**src/rtl/traffic_controller.sv**
```systemverilog
// Two-way intersection light controller.
// Moore FSM with dwell counter and registered one-hot lamp codes.
module traffic_controller #(
  parameter int unsigned GREEN_TIME  = 5,
  parameter int unsigned YELLOW_TIME = 2,
  parameter int unsigned ALLRED_TIME = 1
) (
  input  logic       clk,
  input  logic       rst,
  output logic [2:0] signal1_light,
  output logic [2:0] signal2_light
);

  if (GREEN_TIME  < 1 || GREEN_TIME  > 255 ||
      YELLOW_TIME < 1 || YELLOW_TIME > 255 ||
      ALLRED_TIME < 1 || ALLRED_TIME > 255) begin : g_param_check
    $error("traffic_controller: phase times must be 1..255");
  end

  typedef enum logic [2:0] {
    S1_GREEN  = 3'd0,
    S1_YELLOW = 3'd1,
    ALLRED_A  = 3'd2,
    S2_GREEN  = 3'd3,
    S2_YELLOW = 3'd4,
    ALLRED_B  = 3'd5
  } state_e;

  localparam logic [2:0] GRN = 3'b001;
  localparam logic [2:0] YEL = 3'b010;
  localparam logic [2:0] RED = 3'b100;

  localparam logic [7:0] G_LAST = 8'(GREEN_TIME - 1);
  localparam logic [7:0] Y_LAST = 8'(YELLOW_TIME - 1);
  localparam logic [7:0] A_LAST = 8'(ALLRED_TIME - 1);

  state_e     state_q, state_d;
  logic [7:0] cnt_q, cnt_d;
  logic [2:0] s1_q, s1_d;
  logic [2:0] s2_q, s2_d;
  logic [7:0] last;

  always_ff @(posedge clk or negedge rst) begin
    if (!rst) begin
      state_q <= ALLRED_B;
      cnt_q   <= 8'd0;
      s1_q    <= RED;
      s2_q    <= RED;
    end else begin
      state_q <= state_d;
      cnt_q   <= cnt_d;
      s1_q    <= s1_d;
      s2_q    <= s2_d;
    end
  end

  always_comb begin
    last    = 8'd0;
    state_d = ALLRED_B;
    cnt_d   = 8'd0;
    case (state_q)
      S1_GREEN, S2_GREEN:   last = G_LAST;
      S1_YELLOW, S2_YELLOW: last = Y_LAST;
      ALLRED_A, ALLRED_B:   last = A_LAST;
      default:              last = 8'd0;
    endcase
    // Undefined encodings fall through to ALLRED_B with a fresh count.
    case (state_q)
      S1_GREEN, S1_YELLOW, ALLRED_A,
      S2_GREEN, S2_YELLOW, ALLRED_B: begin
        if (cnt_q == last) begin
          cnt_d = 8'd0;
          case (state_q)
            S1_GREEN:  state_d = S1_YELLOW;
            S1_YELLOW: state_d = ALLRED_A;
            ALLRED_A:  state_d = S2_GREEN;
            S2_GREEN:  state_d = S2_YELLOW;
            S2_YELLOW: state_d = ALLRED_B;
            default:   state_d = S1_GREEN;
          endcase
        end else begin
          state_d = state_q;
          cnt_d   = cnt_q + 8'd1;
        end
      end
      default: begin
        state_d = ALLRED_B;
        cnt_d   = 8'd0;
      end
    endcase
  end

  // Decode from the next state so lamps register on the same edge.
  always_comb begin
    s1_d = RED;
    s2_d = RED;
    case (state_d)
      S1_GREEN:  s1_d = GRN;
      S1_YELLOW: s1_d = YEL;
      S2_GREEN:  s2_d = GRN;
      S2_YELLOW: s2_d = YEL;
      default: begin
        s1_d = RED;
        s2_d = RED;
      end
    endcase
  end

  assign signal1_light = s1_q;
  assign signal2_light = s2_q;

endmodule

```
**config.mk**
```make
export PLATFORM = sky130hd
export DESIGN_NAME = traffic_controller
export DESIGN_NICKNAME = d
export VERILOG_FILES = /design/src/rtl/traffic_controller.sv
export SDC_FILE = /design/constraint.sdc
export NUM_CORES = 1
export LEC_CHECK = 0
export CORE_ASPECT_RATIO = 0.75
export CORE_UTILIZATION = 56
export DETAILED_ROUTE_END_ITERATION = 6
export PLACE_DENSITY = 0.77
export SETUP_SLACK_MARGIN = 0.5
export SYNTH_ARGS = -nofsm -noshare
export SYNTH_HDL_FRONTEND = slang
export SYNTH_SLANG_ARGS = --single-unit
```
**constraint.sdc**
```tcl
create_clock -name clk -period 2.5 [get_ports clk]
set_clock_uncertainty 0.2 [all_clocks]
set_input_delay 0.5 -clock clk [delete_from_list [all_inputs] [get_ports clk]]
set_output_delay 0.5 -clock clk [all_outputs]
set_load 0.05 [all_outputs]
```
### Word level (Yosys, flattened, before mapping)

Index checks and enable logic that the tools add are counted.

* multiplexer cells: 8
* $add $sub $neg: 1
* reduce and logical (&&, ||, !) cells: 5
* equal/unequal tests: 9

Operator list (number)
* $pmux W3 S2: 3
* $mux W8: 2
* $pmux W3 S5: 1
* $eq A3 B2 Y1 const B: 3
* $eq A3 B3 Y1 const B: 3
* $add A8 B1 Y8 const B: 1
* $eq A8 B8 Y1: 1
* $eq A3 B1 Y1 const B: 2
* $logic_not A3 Y1: 2
* $mux W3: 2
* $reduce_or A6 Y1: 1
* $reduce_or A2 Y1: 2

* output and inout bits: 6
* word-level logic and storage cells: 27
* bits in registers: 17

### Longest topological paths before layout

* depth after elaboration: 8
* gate-level depth with buffers: 5

### Worst setup path after synthesis

No wires, ideal clock.

* path kind: register to register
* start: reg cnt_q[1]
* end: reg s2_q[0], in the netlist signal2_light[0]
* setup slack: 589 ps
* cell stages (with the launch flop): 5
* required time: 2189 ps
* buffers on the path: 0
* arrival time: 1599 ps
* cell sequence: dfrtp_1 -> or4_4 -> nor4_4 -> nor2_1 -> a2111oi_2

* cells in the longest elaborated chain, start to end: 5
* elaborated cells between the ends (all ways): 6

RTL lines
* start: declaration: line 38 `logic [7:0] cnt_q, cnt_d;`
* start signal: assignment: line 51 `cnt_q <= cnt_d;`
* $eq A8 B8 Y1 (*): line 71 `if (cnt_q == last) begin`
* $mux W3 (*): line 71
* $mux W3 (*): line 68 `case (state_q)`
* $eq A3 B3 Y1 or $eq A3 B2 Y1 (tied branches): line 97 `case (state_d)`
* $pmux W3 S2 (*): line 97
* named net s2_d[0]: line 40 `logic [2:0] s2_q, s2_d;`
* end signal: assignment: line 48 `s2_q <= RED;`
* end signal: assignment: line 53 `s2_q <= s2_d;`
* end: declaration: line 40

Mark *: on every way through the listed nets, which the timed path passes. The rest lies on a longest branch.

### Final worst setup path

* start: reg cnt_q[3]
* end: reg s1_q[0], in the netlist signal1_light[0]

* cells in the longest elaborated chain, start to end: 5
* elaborated cells between the ends (all ways): 6

RTL lines
* $eq A8 B8 Y1 (*): line 71
* $mux W3 (*): line 71
* $mux W3 (*): line 68
* $eq A3 B1 Y1 or $logic_not A3 Y1 (tied branches): line 97
* $pmux W3 S2 (*): line 97
* named net s1_d[0]: line 39 `logic [2:0] s1_q, s1_d;`
* end signal: assignment: line 47 `s1_q <= RED;`
* end signal: assignment: line 52 `s1_q <= s1_d;`
* end: declaration: line 39

Marked as above.

==> run_results.csv <==
group,metric,value,unit
run_status,status,"finished, final reports clean",
clock_tree,cts_buffers,3,
worst_setup_path,path_buf_inv,1,
final_layout,fillers,125,
final_layout,multi_input_area,556,um^2
timing,rsz0062_at_grt,"true",
worst_setup_path,cp_max_fo,5,
place,dp_hpwl,1.30,mm
power,p_seq_share,64.3,%
timing,setup_tns,0,ns
route,ant_nets,0,
clock_tree,clk_pin_slew_worst_paths,0.10,ns
timing,hold_viol_final,0,
worst_setup_path,path_cells,"or4_4, nor4_4, buf_4, a211o_1, a21oi_1",
global_route,grt_overflow,0,
route,drc,0,
timing,drv_slew,0,
worst_setup_path,worstPathRequired,2.48,ns
timing,min_period_over_period,76.8,%
timing,maxSlewHeadroom,58.6,%
worst_setup_path,r2r-end,"signal1_light[0]$_DFF_PN0_",
flow_run,max_cap_violations,0,
timing,fmax,521,MHz
timing,setup_viol,0,
final_layout,nets,118,
place,place_area,1090,um^2
floorplanning,die_width,50.9,um
worst_setup_path,r2r_start,"cnt_q[3]$_DFF_PN0_",
synth,yosysSeqAreaShare,42.9,%
floorplanning,row_count,12,
final_layout,seq_area,432,um^2
worst_setup_path,critPathKind,"register to register",
synth,syn_area_per_cell,9.65,um^2
global_route,antenna_found_initial,0,
synth,synth.net_count,107,
worst_setup_path,slowest_delay,0.56,ns
synth,syn-cell-area,1000,um^2
clock_tree,postCtsHoldBufs,0,
synth,async_flop_share,100,%
worst_setup_path,crit_arrival,1.90,ns
worst_setup_path,slowest_stage,"or4_4",
clock_tree,h-tree-depth,1,
floorplanning,core_area,1580,um^2
route,wl,2.12,mm
hold_path,holdCritPathClass,"input pin to asynchronous set/reset pin",
place,place_congestion,0.824,
synth,ys_types,41,
power,peakVddDrop,0.000404,V
timing,whs,0.327,ns
power,power.switching,0.0884,mW
power,pwr-share-comb,1.8,%
route,drt_iter0_drc,18,
worst_setup_path,r2r_setup_slack,0.58,ns
route,routed_via_density,6.12,
floorplanning,die_area,1970,um^2
timing,worst_pin_slew,0.621,ns
global_route,grt_max_degree,21,
synth,synth_edf_count,0,
floorplanning,initial_utilization,63.7,%
final_layout,syn_to_final_growth,15.8,%
worst_setup_path,endpoint_kind,"register",
final_layout,antennaDiodeCount,0,
clock_tree,cts_buffer_depth,2,
clock_tree,clock_latency,0.29,ns
route,avgRoutedWirePerCell,15.7,um
worst_setup_path,rr_worst_depth,5,
route,vias,826,
floorplanning,pin_count,8,
global_route,grt.total_usage,26.6,%
synth,synth_ff_type,"dfrtp_1",
worst_setup_path,path_delay_family,"simple AND/OR/NAND/NOR gates",
global_route,grt_pass1_vias,744,
power,power.leakage,0.532,nW
clock_tree,cts.sinks,17,
power,p_int,0.340,mW
power,p_clk_share,33.9,%
synth,ys.warnings.count,0,
place,portBuffers,7,
final_layout,drive_gt1_share,22.8,%
final_layout,final_cell_area,1160,um^2
worst_setup_path,cp-start-kind,"register",
global_route,grt_pass1_wl,3.59,mm
clock_tree,cts_root_buffer,"clkbuf_4",
synth,synthCells,104,
power,p_per_area,368,nW/um^2
floorplanning,die_y,38.7,um
route,dr.pass1.iters,4,
power,power,0.428,mW
timing,fin_crit,1.92,ns
clock_tree,cts_tree,"built",
power,swShare,20.7,%
synth,ys_seq_elements,17,
routing by layer:
metal | wire length (um) | vias up | track usage (%)
met3 | 124 | 6 | 8.24
met5 | 0 | - | 0
met1 | 1030 | 387 | 34.5
met2 | 935 | 36 | 43.0
li1 | - | 397 | -
met4 | 32 | 0 | 8.33
power groups by stage:
| stage | sequential (mW) | combinational [mW] | clock, mW |
|---|---|---|---|
| floorplan | 0.280 | 0.000000230 | 0 |
| global placement | 0.280 | 0.00805 | 0 |
| detailed placement | 0.280 | 0.00859 | 0 |
| CTS | 0.275 | 0.00840 | 0.151 |
| global route | 0.275 | 0.00895 | 0.160 |
| finish | 0.275 | 0.00764 | 0.145 |
logic make-up (layout without fill, tap and decap cells):
| logic type | Yosys count | in the layout | synth area share [%] |
|---|---|---|---|
| compound gates | 22 | 22 | 16.6 |
| xor+xnor | 7 | 7 | 6.11 |
| fa+ha+maj | 1 | 1 | 1.25 |
| buf+inv | 11 | 21 | 4.36 |
| simple gates | 43 | 43 | 25.8 |
| flops | 17 | 17 | 42.9 |
| mux | 3 | 3 | 2.99 |
metrics by stage:
| stage | setup slack, ns | utilization, % | instances |
|---|---|---|---|
| after detailed placement | 0.445 | 69.4 | 127 |
| after global placement | 0.523 | 69.4 | 127 |
| after global routing | 0.493 | 73.7 | 135 |
| final | 0.580 | 73.7 | 135 |
| after CTS | 0.473 | 72.1 | 134 |
| after floorplan | 0.589 | - | 104 |
cell usage in the layout, fill, tap and decap left out, drive strengths merged, types with 3 or more instances in the layout:
cell         netlist  final
dlygate4sd2        0      4
nand2              5      5
nor2              12     12
mux2i              3      3
dfstp              4      4
buf                3      8
xor2               5      5
a31oi              3      3
dfrtp             13     13
nor3b              4      4
nand3              8      8
clkbuf             6      6
o21ai              5      5
synth_stat cells (3+ instances only):
cell / instances / area share (%)
nor2_1: 12 / 4.5
nand3_1: 8 / 4.0
nor3b_1: 4 / 3.0
dfrtp_1: 13 / 32
dfstp_2: 4 / 10
mux2i_1: 3 / 3.0
clkbuf_1: 6 / 2.2
a31oi_1: 3 / 1.9
xor2_1: 5 / 4.4
o21ai_1: 3 / 1.5
nand2_1: 5 / 1.9
timing repair:
| item | 4_1_cts | 5_1_grt |
|---|---|---|
| endpoints found under the setup margin | 8 | 8 |
| gates resized for setup | 7 | 8 |
| endpoints found under the hold margin | 0 | 0 |
| setup buffers | 3 | 1 |
| pin swaps | 2 | 2 |
sequential cells by signal (all words and copies together) (netlist names):
name and flops:
cnt_q 8, signal1_light 3, signal2_light 3, state_q 3
worst max path at each step:
stage | start | end | slack, ns | depth (start not counted)
2_1_floorplan | cnt_q[1]$_DFF_PN0_ | signal2_light[0]$_DFF_PN0_ | 0.59 | 4
3_3_place_gp | signal2_light[2]$_DFF_PN1_ | signal2_light[2] | 0.52 | 1
3_5_place_dp | cnt_q[1]$_DFF_PN0_ | signal2_light[0]$_DFF_PN0_ | 0.45 | 4
4_1_cts | signal2_light[2]$_DFF_PN1_ | signal2_light[2] | 0.47 | 1
5_1_grt | cnt_q[2]$_DFF_PN0_ | cnt_q[2]$_DFF_PN0_ | 0.49 | 4
6_report | cnt_q[3]$_DFF_PN0_ | signal1_light[0]$_DFF_PN0_ | 0.58 | 5
layout make-up:
type | count | area share, %
clock buffer | 4 | 2.26
inverter | 2 | 0.646
tap | 21 | 2.26
sequential | 17 | 37.1
multi-input combinational | 76 | 47.8
timing repair buffer | 15 | 9.90
No activity file was read; power rests on OpenSTA's default activity.
